### src/rtl/gift_mask_pkg.sv
`default_nettype none
// ============================================================================
// Module : gift_mask_pkg
// Brief  : Share types and the 3-share refresh function for masked GIFT.
// Rev    : 1.0
// ============================================================================
package gift_mask_pkg;

    localparam int SHARE_W    = 4;
    localparam int NUM_SHARES = 3;

    typedef struct packed {
        logic [SHARE_W-1:0] s1;
        logic [SHARE_W-1:0] s2;
        logic [SHARE_W-1:0] s3;
    } share3_t;

    // Each output share only ever mixes its own input share with randomness.
    function automatic share3_t refresh3(input share3_t x,
                                         input logic [SHARE_W-1:0] r1,
                                         input logic [SHARE_W-1:0] r2);
        share3_t y;
        y.s1 = x.s1 ^ r1;
        y.s2 = x.s2 ^ r2;
        y.s3 = x.s3 ^ r1 ^ r2;
        return y;
    endfunction

endpackage
`default_nettype wire

### src/rtl/gift_share_refresh_stage_if.sv
`default_nettype none
// ============================================================================
// Module : gift_share_refresh_stage_if
// Brief  : Input, randomness and output handshakes of the share refresh stage.
// Rev    : 1.0
// ============================================================================
interface gift_share_refresh_stage_if #(
    parameter int WIDTH = 4,
    parameter int CNT_W = 16
);
    logic               in_valid;
    logic               in_ready;
    logic [WIDTH-1:0]   x1;
    logic [WIDTH-1:0]   x2;
    logic [WIDTH-1:0]   x3;
    logic               rnd_valid;
    logic               rnd_ready;
    logic [2*WIDTH-1:0] rnd;
    logic               out_valid;
    logic               out_ready;
    logic [WIDTH-1:0]   y1;
    logic [WIDTH-1:0]   y2;
    logic [WIDTH-1:0]   y3;
    logic [CNT_W-1:0]   refresh_cnt;

    modport master (
        output in_valid, x1, x2, x3, rnd_valid, rnd, out_ready,
        input  in_ready, rnd_ready, out_valid, y1, y2, y3, refresh_cnt
    );

    modport slave (
        input  in_valid, x1, x2, x3, rnd_valid, rnd, out_ready,
        output in_ready, rnd_ready, out_valid, y1, y2, y3, refresh_cnt
    );
endinterface
`default_nettype wire

### src/rtl/share_reg_entry.sv
`default_nettype none
// ============================================================================
// Module : share_reg_entry
// Brief  : One registered 3-share word plus valid bit, with load and clear.
// Rev    : 1.0
// ============================================================================
module share_reg_entry
    import gift_mask_pkg::*;
(
    input  wire logic    clk,
    input  wire logic    rst,
    input  wire logic    load,
    input  wire logic    clear,
    input  wire share3_t d,
    output share3_t      q,
    output logic         v
);

    share3_t r_q;
    logic    r_v;

    // Load wins over clear so a shift-in and a pop in the same cycle keep data.
    always_ff @(posedge clk) begin
        if (rst) begin
            r_q <= '0;
            r_v <= 1'b0;
        end else if (load) begin
            r_q <= d;
            r_v <= 1'b1;
        end else if (clear) begin
            r_v <= 1'b0;
        end
    end

    assign q = r_q;
    assign v = r_v;

endmodule
`default_nettype wire

### src/rtl/gift_share_refresh_stage.sv
`default_nettype none
// ============================================================================
// Module : gift_share_refresh_stage
// Brief  : Remasks a 3-share nibble and buffers it in a 2-entry register FIFO.
// Rev    : 1.0
// ============================================================================
module gift_share_refresh_stage
    import gift_mask_pkg::*;
#(
    parameter int WIDTH = 4,
    parameter int CNT_W = 16
) (
    input  wire logic                   clk,
    input  wire logic                   rst,
    gift_share_refresh_stage_if.slave   bus
);

    share3_t            w_x;
    share3_t            w_refreshed;
    share3_t            w_e0_d;
    share3_t            w_e0_q;
    share3_t            w_e1_q;
    logic [WIDTH-1:0]   w_r1;
    logic [WIDTH-1:0]   w_r2;
    logic               w_e0_v;
    logic               w_e1_v;
    logic               w_in_ready;
    logic               w_fire;
    logic               w_pop;
    logic               w_e0_load;
    logic               w_e0_clear;
    logic               w_e1_load;
    logic [CNT_W-1:0]   r_cnt;

    assign w_r1 = bus.rnd[WIDTH-1:0];
    assign w_r2 = bus.rnd[2*WIDTH-1:WIDTH];

    assign w_x.s1 = bus.x1;
    assign w_x.s2 = bus.x2;
    assign w_x.s3 = bus.x3;

    assign w_refreshed = refresh3(w_x, w_r1, w_r2);

    // Ready depends only on entry flops, never on out_ready.
    assign w_in_ready = !(w_e0_v && w_e1_v);
    assign w_fire     = bus.in_valid && bus.rnd_valid && w_in_ready;
    assign w_pop      = w_e0_v && bus.out_ready;

    // Fire and a shift from e1 are exclusive: e1 valid with a pop implies full.
    assign w_e0_load  = (w_pop && w_e1_v) || (w_fire && (!w_e0_v || w_pop));
    assign w_e0_clear = w_pop;
    assign w_e1_load  = w_fire && w_e0_v && !w_pop;
    assign w_e0_d     = (w_pop && w_e1_v) ? w_e1_q : w_refreshed;

    share_reg_entry u_e0 (
        .clk   (clk),
        .rst   (rst),
        .load  (w_e0_load),
        .clear (w_e0_clear),
        .d     (w_e0_d),
        .q     (w_e0_q),
        .v     (w_e0_v)
    );

    share_reg_entry u_e1 (
        .clk   (clk),
        .rst   (rst),
        .load  (w_e1_load),
        .clear (w_pop),
        .d     (w_refreshed),
        .q     (w_e1_q),
        .v     (w_e1_v)
    );

    always_ff @(posedge clk) begin
        if (rst) begin
            r_cnt <= '0;
        end else if (w_fire && (r_cnt != {CNT_W{1'b1}})) begin
            r_cnt <= r_cnt + CNT_W'(1);
        end
    end

    assign bus.in_ready    = w_in_ready;
    assign bus.rnd_ready   = bus.in_valid && w_in_ready;
    assign bus.out_valid   = w_e0_v;
    assign bus.y1          = w_e0_q.s1;
    assign bus.y2          = w_e0_q.s2;
    assign bus.y3          = w_e0_q.s3;
    assign bus.refresh_cnt = r_cnt;

endmodule
`default_nettype wire

### src/flat_wrapper.sv
// flat-port wrapper written by rule: the top's interface ports become plain ports
module gift_share_refresh_stage_flat import gift_mask_pkg::*;
#(
    parameter int WIDTH = 4,
    parameter int CNT_W = 16
)
  (clk, rst, bus_in_valid, bus_x1, bus_x2, bus_x3, bus_rnd_valid, bus_rnd, bus_out_ready, bus_in_ready, bus_rnd_ready, bus_out_valid, bus_y1, bus_y2, bus_y3, bus_refresh_cnt);
  gift_share_refresh_stage_if #(.WIDTH(WIDTH), .CNT_W(CNT_W)) bus_i ();
  input  wire logic clk;
  input  wire logic rst;
  input wire logic [$bits(bus_i.in_valid)-1:0] bus_in_valid;
  input wire logic [$bits(bus_i.x1)-1:0] bus_x1;
  input wire logic [$bits(bus_i.x2)-1:0] bus_x2;
  input wire logic [$bits(bus_i.x3)-1:0] bus_x3;
  input wire logic [$bits(bus_i.rnd_valid)-1:0] bus_rnd_valid;
  input wire logic [$bits(bus_i.rnd)-1:0] bus_rnd;
  input wire logic [$bits(bus_i.out_ready)-1:0] bus_out_ready;
  output wire logic [$bits(bus_i.in_ready)-1:0] bus_in_ready;
  output wire logic [$bits(bus_i.rnd_ready)-1:0] bus_rnd_ready;
  output wire logic [$bits(bus_i.out_valid)-1:0] bus_out_valid;
  output wire logic [$bits(bus_i.y1)-1:0] bus_y1;
  output wire logic [$bits(bus_i.y2)-1:0] bus_y2;
  output wire logic [$bits(bus_i.y3)-1:0] bus_y3;
  output wire logic [$bits(bus_i.refresh_cnt)-1:0] bus_refresh_cnt;
  assign bus_i.in_valid = bus_in_valid;
  assign bus_i.x1 = bus_x1;
  assign bus_i.x2 = bus_x2;
  assign bus_i.x3 = bus_x3;
  assign bus_i.rnd_valid = bus_rnd_valid;
  assign bus_i.rnd = bus_rnd;
  assign bus_i.out_ready = bus_out_ready;
  assign bus_in_ready = bus_i.in_ready;
  assign bus_rnd_ready = bus_i.rnd_ready;
  assign bus_out_valid = bus_i.out_valid;
  assign bus_y1 = bus_i.y1;
  assign bus_y2 = bus_i.y2;
  assign bus_y3 = bus_i.y3;
  assign bus_refresh_cnt = bus_i.refresh_cnt;
  gift_share_refresh_stage #(.WIDTH(WIDTH), .CNT_W(CNT_W)) u_core (.clk(clk), .rst(rst), .bus(bus_i));
endmodule
### config.mk
export PLATFORM = sky130hd
export DESIGN_NAME = gift_share_refresh_stage_flat
export DESIGN_NICKNAME = d
export VERILOG_FILES = /design/src/rtl/gift_mask_pkg.sv /design/src/rtl/gift_share_refresh_stage_if.sv /design/src/rtl/share_reg_entry.sv /design/src/rtl/gift_share_refresh_stage.sv /design/src/flat_wrapper.sv
export SDC_FILE = /design/constraint.sdc
export NUM_CORES = 1
export LEC_CHECK = 0
export ABC_CLOCK_PERIOD_IN_PS = 2240
export CAP_MARGIN = 30
export CORE_ASPECT_RATIO = 0.8
export CORE_MARGIN = 2
export CORE_UTILIZATION = 40
export CTS_CLUSTER_DIAMETER = 80
export DETAILED_ROUTE_END_ITERATION = 8
export PLACE_DENSITY = 0.71
export SETUP_SLACK_MARGIN = 0.15
export SKIP_LAST_GASP = 1
export SLEW_MARGIN = 20
export SYNTH_ARGS = -nofsm -noshare
export SYNTH_HDL_FRONTEND = slang
export SYNTH_HIERARCHICAL = 1
export SYNTH_SLANG_ARGS = --single-unit
### constraint.sdc
create_clock -name clk -period 2.24 [get_ports clk]
set_input_delay 0.56 -clock clk [delete_from_list [all_inputs] [get_ports clk]]
set_output_delay 0.56 -clock clk [all_outputs]
set_load 0.01 [all_outputs]
==> reports/summary.md <==
The first-iteration detailed-routing DRC count is 72. VDD sags by at most 247 uV. The region available for standard cell placement spans 5090 sq um. The aggregate global-route resource usage came out at 17.4%. The run gives 4 as the number of detailed-route iterations in the first pass. In this run the clock root is driven by a clkbuf_8. Once detail routing completed, the nets flagged for antenna violations numbered 0. The die covers 6010 sq um. The worst setup path is launched from a primary input. Along the worst path, the maximum fanout reaches 2.

The floorplan has 23 rows. The met1 track demand over resource in global routing came out at 24.0%. Number of global-route vias before repair: 1,885. The run gives 35 as the count of unique library cells instantiated by Yosys.

The flow ran to the end, and the final reports show no timing, DRC or antenna violations. Setup total negative slack on the finished layout was measured at 0 ns. The total power consumption of the routed design came out at 0.00152 W. The final max-slew violation count was 0; the number of vias in the routed layout was 1,975. The tools report the I/O pin count as 56.

nor2_1 is the most common cell in the netlist. Buffers inserted during clock tree synthesis total 5. The tools report the post-synthesis net count as 275.

The path class of the tightest hold or removal check is reg -> reg. The number of synthesized flops with an enable pin was 0; the routed length per instance was 13.1 um. For the worst slew slack as a fraction of its limit, the log shows 67.3%. Summing the areas of all compound-gate instances in the mapped netlist gives 8.40% of the synthesized area.

Setup repair after global routing left no endpoint under its margin. For this run, the leading register cell type out of synthesis is dfxtp_1. The latest clock arrival within the worst-skew pair came out at 0.29 ns.

The die is 86.2 um wide. For the H-tree level count, the log shows 2. The count of warnings emitted by yosys was 6. The tools report the global routing met2 resource utilization as 27.0%. The area growth from synthesis to layout is 36.2%. Counting flops with an async set or reset pin after synthesis yields a share of 0%. Share of cells above drive strength 1: 9.12%. CTS saw 42 sinks.

The tools report the hold violation total from the final report as 0. The setup path with the least slack is of type in -> out. The repair_antennas step left the layout with diodes totalling 0. Worst hold-check slack: 0.498 ns. By area, the combinational part of the netlist is dominated by simple AND/OR/NAND/NOR gates. Buffers placed on the I/O ports in this run total 55. The clock-pin slew reported for the worst setup and hold paths after clock tree synthesis was 0.08 ns; the xor/xnor cell area share of the yosys netlist was 6.49%. STA classifies the critical path endpoint as an output port. Post-synthesis area per instance: 8.67 sq um. At the end of routability-driven placement, the weighted congestion stood at 0.770.

For flop-to-flop paths, the worst setup slack is 0.39 ns. Ratio of routed vias to standard cells: 5.20. The synthesized netlist devotes 0.579% of its cell area to adder and majority cells. The post-place setup slack is -0.119 ns, and the area share of the largest cell type after synthesis is 38.9%. Vertical die dimension: 69.7 um. The synthesized design spends more area on one cell type than any other, namely dfxtp_1. Derived from the worst setup path, the maximum achievable clock frequency is 0.486 GHz. The post-synthesis share of cell area spent on and, or, nand and nor gates was 28.3%; the synthesized instance count was 249.

The analysis attributes to cell leakage a power of 1.12 nW. The net count of the finished layout is 343. The layer flagged by global routing as most heavily used is met2. Setup violations remaining at the end of the flow were counted as 0. Detailed placement ended at an HPWL of 3740 um.

Entering global routing, the biggest net connects 23 pins. The areal power density over the cells is 517 nW/um^2, and the initial antenna violation count is 0. The clock period could shrink to 2.06 ns. TritonCTS built the clock tree. Counting along the longest clock path gives a buffer depth of 2. The worst clock skew is 0.00561 ns. Data on the critical path is required at its endpoint by 1.68 ns. Wires add up to 4970 um.

The period utilization is 91.8%, and the met3 layer usage reported by global route is 3.81%. The number of flip-flops and latches in the synthesized netlist is 42, and the measured slew at the worst slew-check pin is 0.487 ns. Summed over all layers, the global routing overflow is 0. In the post-route analysis, the smallest setup slack over all paths is 0.184 ns.

Summing all placed instances gives a cell area of 2840 sq um. The first global-routing pass estimated 8540 um of wire. For this run, design rule violations remaining after detail routing come to 0. For this configuration, the core starts out at a cell density of 42.4%. The final design area excluding fillers came out at 2940 sq um. Post-synthesis sequential area ratio: 38.9%. After synthesis, the most frequently instantiated cells are 53 x nor2_1, 42 x dfxtp_1, 24 x mux2i_1.

The area of the mapped netlist is 2160 sq um, and the data arrival time of the worst path is 1.50 ns. After synthesis, the share of cell area in mux cells is 12.7%. The tool flagged a number of max-cap violations equal to 0. By area the synthesized netlist is led by dfxtp_1 39%, mux2i_1 11%, nor2_1 9.2%.
==> where the power goes <==
part	internal (W)	switching, W	leakage, nW
logic	0.000134	0.000105	0.735
registers	0.000767	0.0000147	0.340
clock network	0.000249	0.000251	0.0482
total	0.00115	0.000370	1.12
==> metal layers <==
metal,vias to the layer above,part of all wire (%),wire length (um)
li1,1007,-,-
met2,45,46,2270
met3,6,4.5,225
met1,917,49,2440
met5,-,0,0
met4,0,0.70,35
==> logic make-up (layout without fill, tap and decap cells) <==
logic type      count (synthesis)  count (layout)
compound gates                 29              29
xor+xnor                       16              16
fa+ha+maj                       1               1
buf+inv                        13              82
flops                          42              42
mux                            27              27
simple gates                  121             121
==> area by class of cell <==
class,count,area (sq um)
timing repair buffer,72,702
inverter,2,7.51
sequential,42,841
fill,463,2150
tap,62,77.6
clock buffer,7,86.3
multi-input combinational,194,1220
clock inverter,1,5.00
==> per-stage QoR <==
step           util [%]  cells
2_1_floorplan         -    249
3_3_place_gp       55.8    371
3_5_place_dp       55.8    371
4_1_cts            57.6    379
5_1_grt            57.7    380
6_report           57.7    380
==> timing repair <==
item | in CTS | in global routing
hold buffers | 0 | 0
pin swaps | 0 | 2
setup buffers | 0 | 1
resized for setup | 1 | 0
endpoints found under the setup margin | 1 | 3
==> critical path, stage by stage <==
cell and delay (ns):
clkdlybuf4s50_1 0.47, a21boi_4 0.18, dlygate4sd2_1 0.28
==> state kept, by name, summed over array words and instances (netlist names) <==
| name | count |
|---|---|
| u_core/u_e0/v | 1 |
| u_core/u_e1/q | 12 |
| u_core/bus.refresh_cnt | 16 |
| u_core/u_e1/v | 1 |
| u_core/u_e0/q | 12 |
==> layout by cell type, fill, tap and decap left out, drive strengths merged, types with 2 or more instances in the layout <==
| cell type | synthesis | layout |
|---|---|---|
| o31ai | 7 | 7 |
| and3 | 6 | 6 |
| nor3 | 3 | 3 |
| a21oi | 15 | 15 |
| inv | 2 | 2 |
| clkbuf | 3 | 7 |
| mux2i | 24 | 24 |
| buf | 8 | 17 |
| nand2 | 21 | 21 |
| nand2b | 2 | 2 |
| mux2 | 3 | 3 |
| dfxtp | 42 | 42 |
| and2 | 2 | 2 |
| or3 | 3 | 3 |
| clkdlybuf4s50 | 0 | 54 |
| nand3 | 6 | 6 |
| nor2 | 53 | 53 |
| o21ai | 4 | 4 |
| xor2 | 8 | 8 |
| nor4 | 3 | 3 |
| nor2b | 4 | 4 |
| xnor2 | 8 | 8 |
| or4 | 9 | 9 |
| nand4 | 7 | 7 |
==> final timing paths <==
path	endpoint	depth (start not counted)	start
worst max register to register	u_core/bus.refresh_cnt[2]	4	u_core/bus.refresh_cnt[11]
worst min-delay path	u_core/u_e0/q[8]	2	u_core/u_e0/q[8]
worst min register to register	u_core/u_e0/q[8]	2	u_core/u_e0/q[8]
worst max-delay path	bus_rnd_ready	3	bus_in_valid
Power figures use the tool's default switching activity.
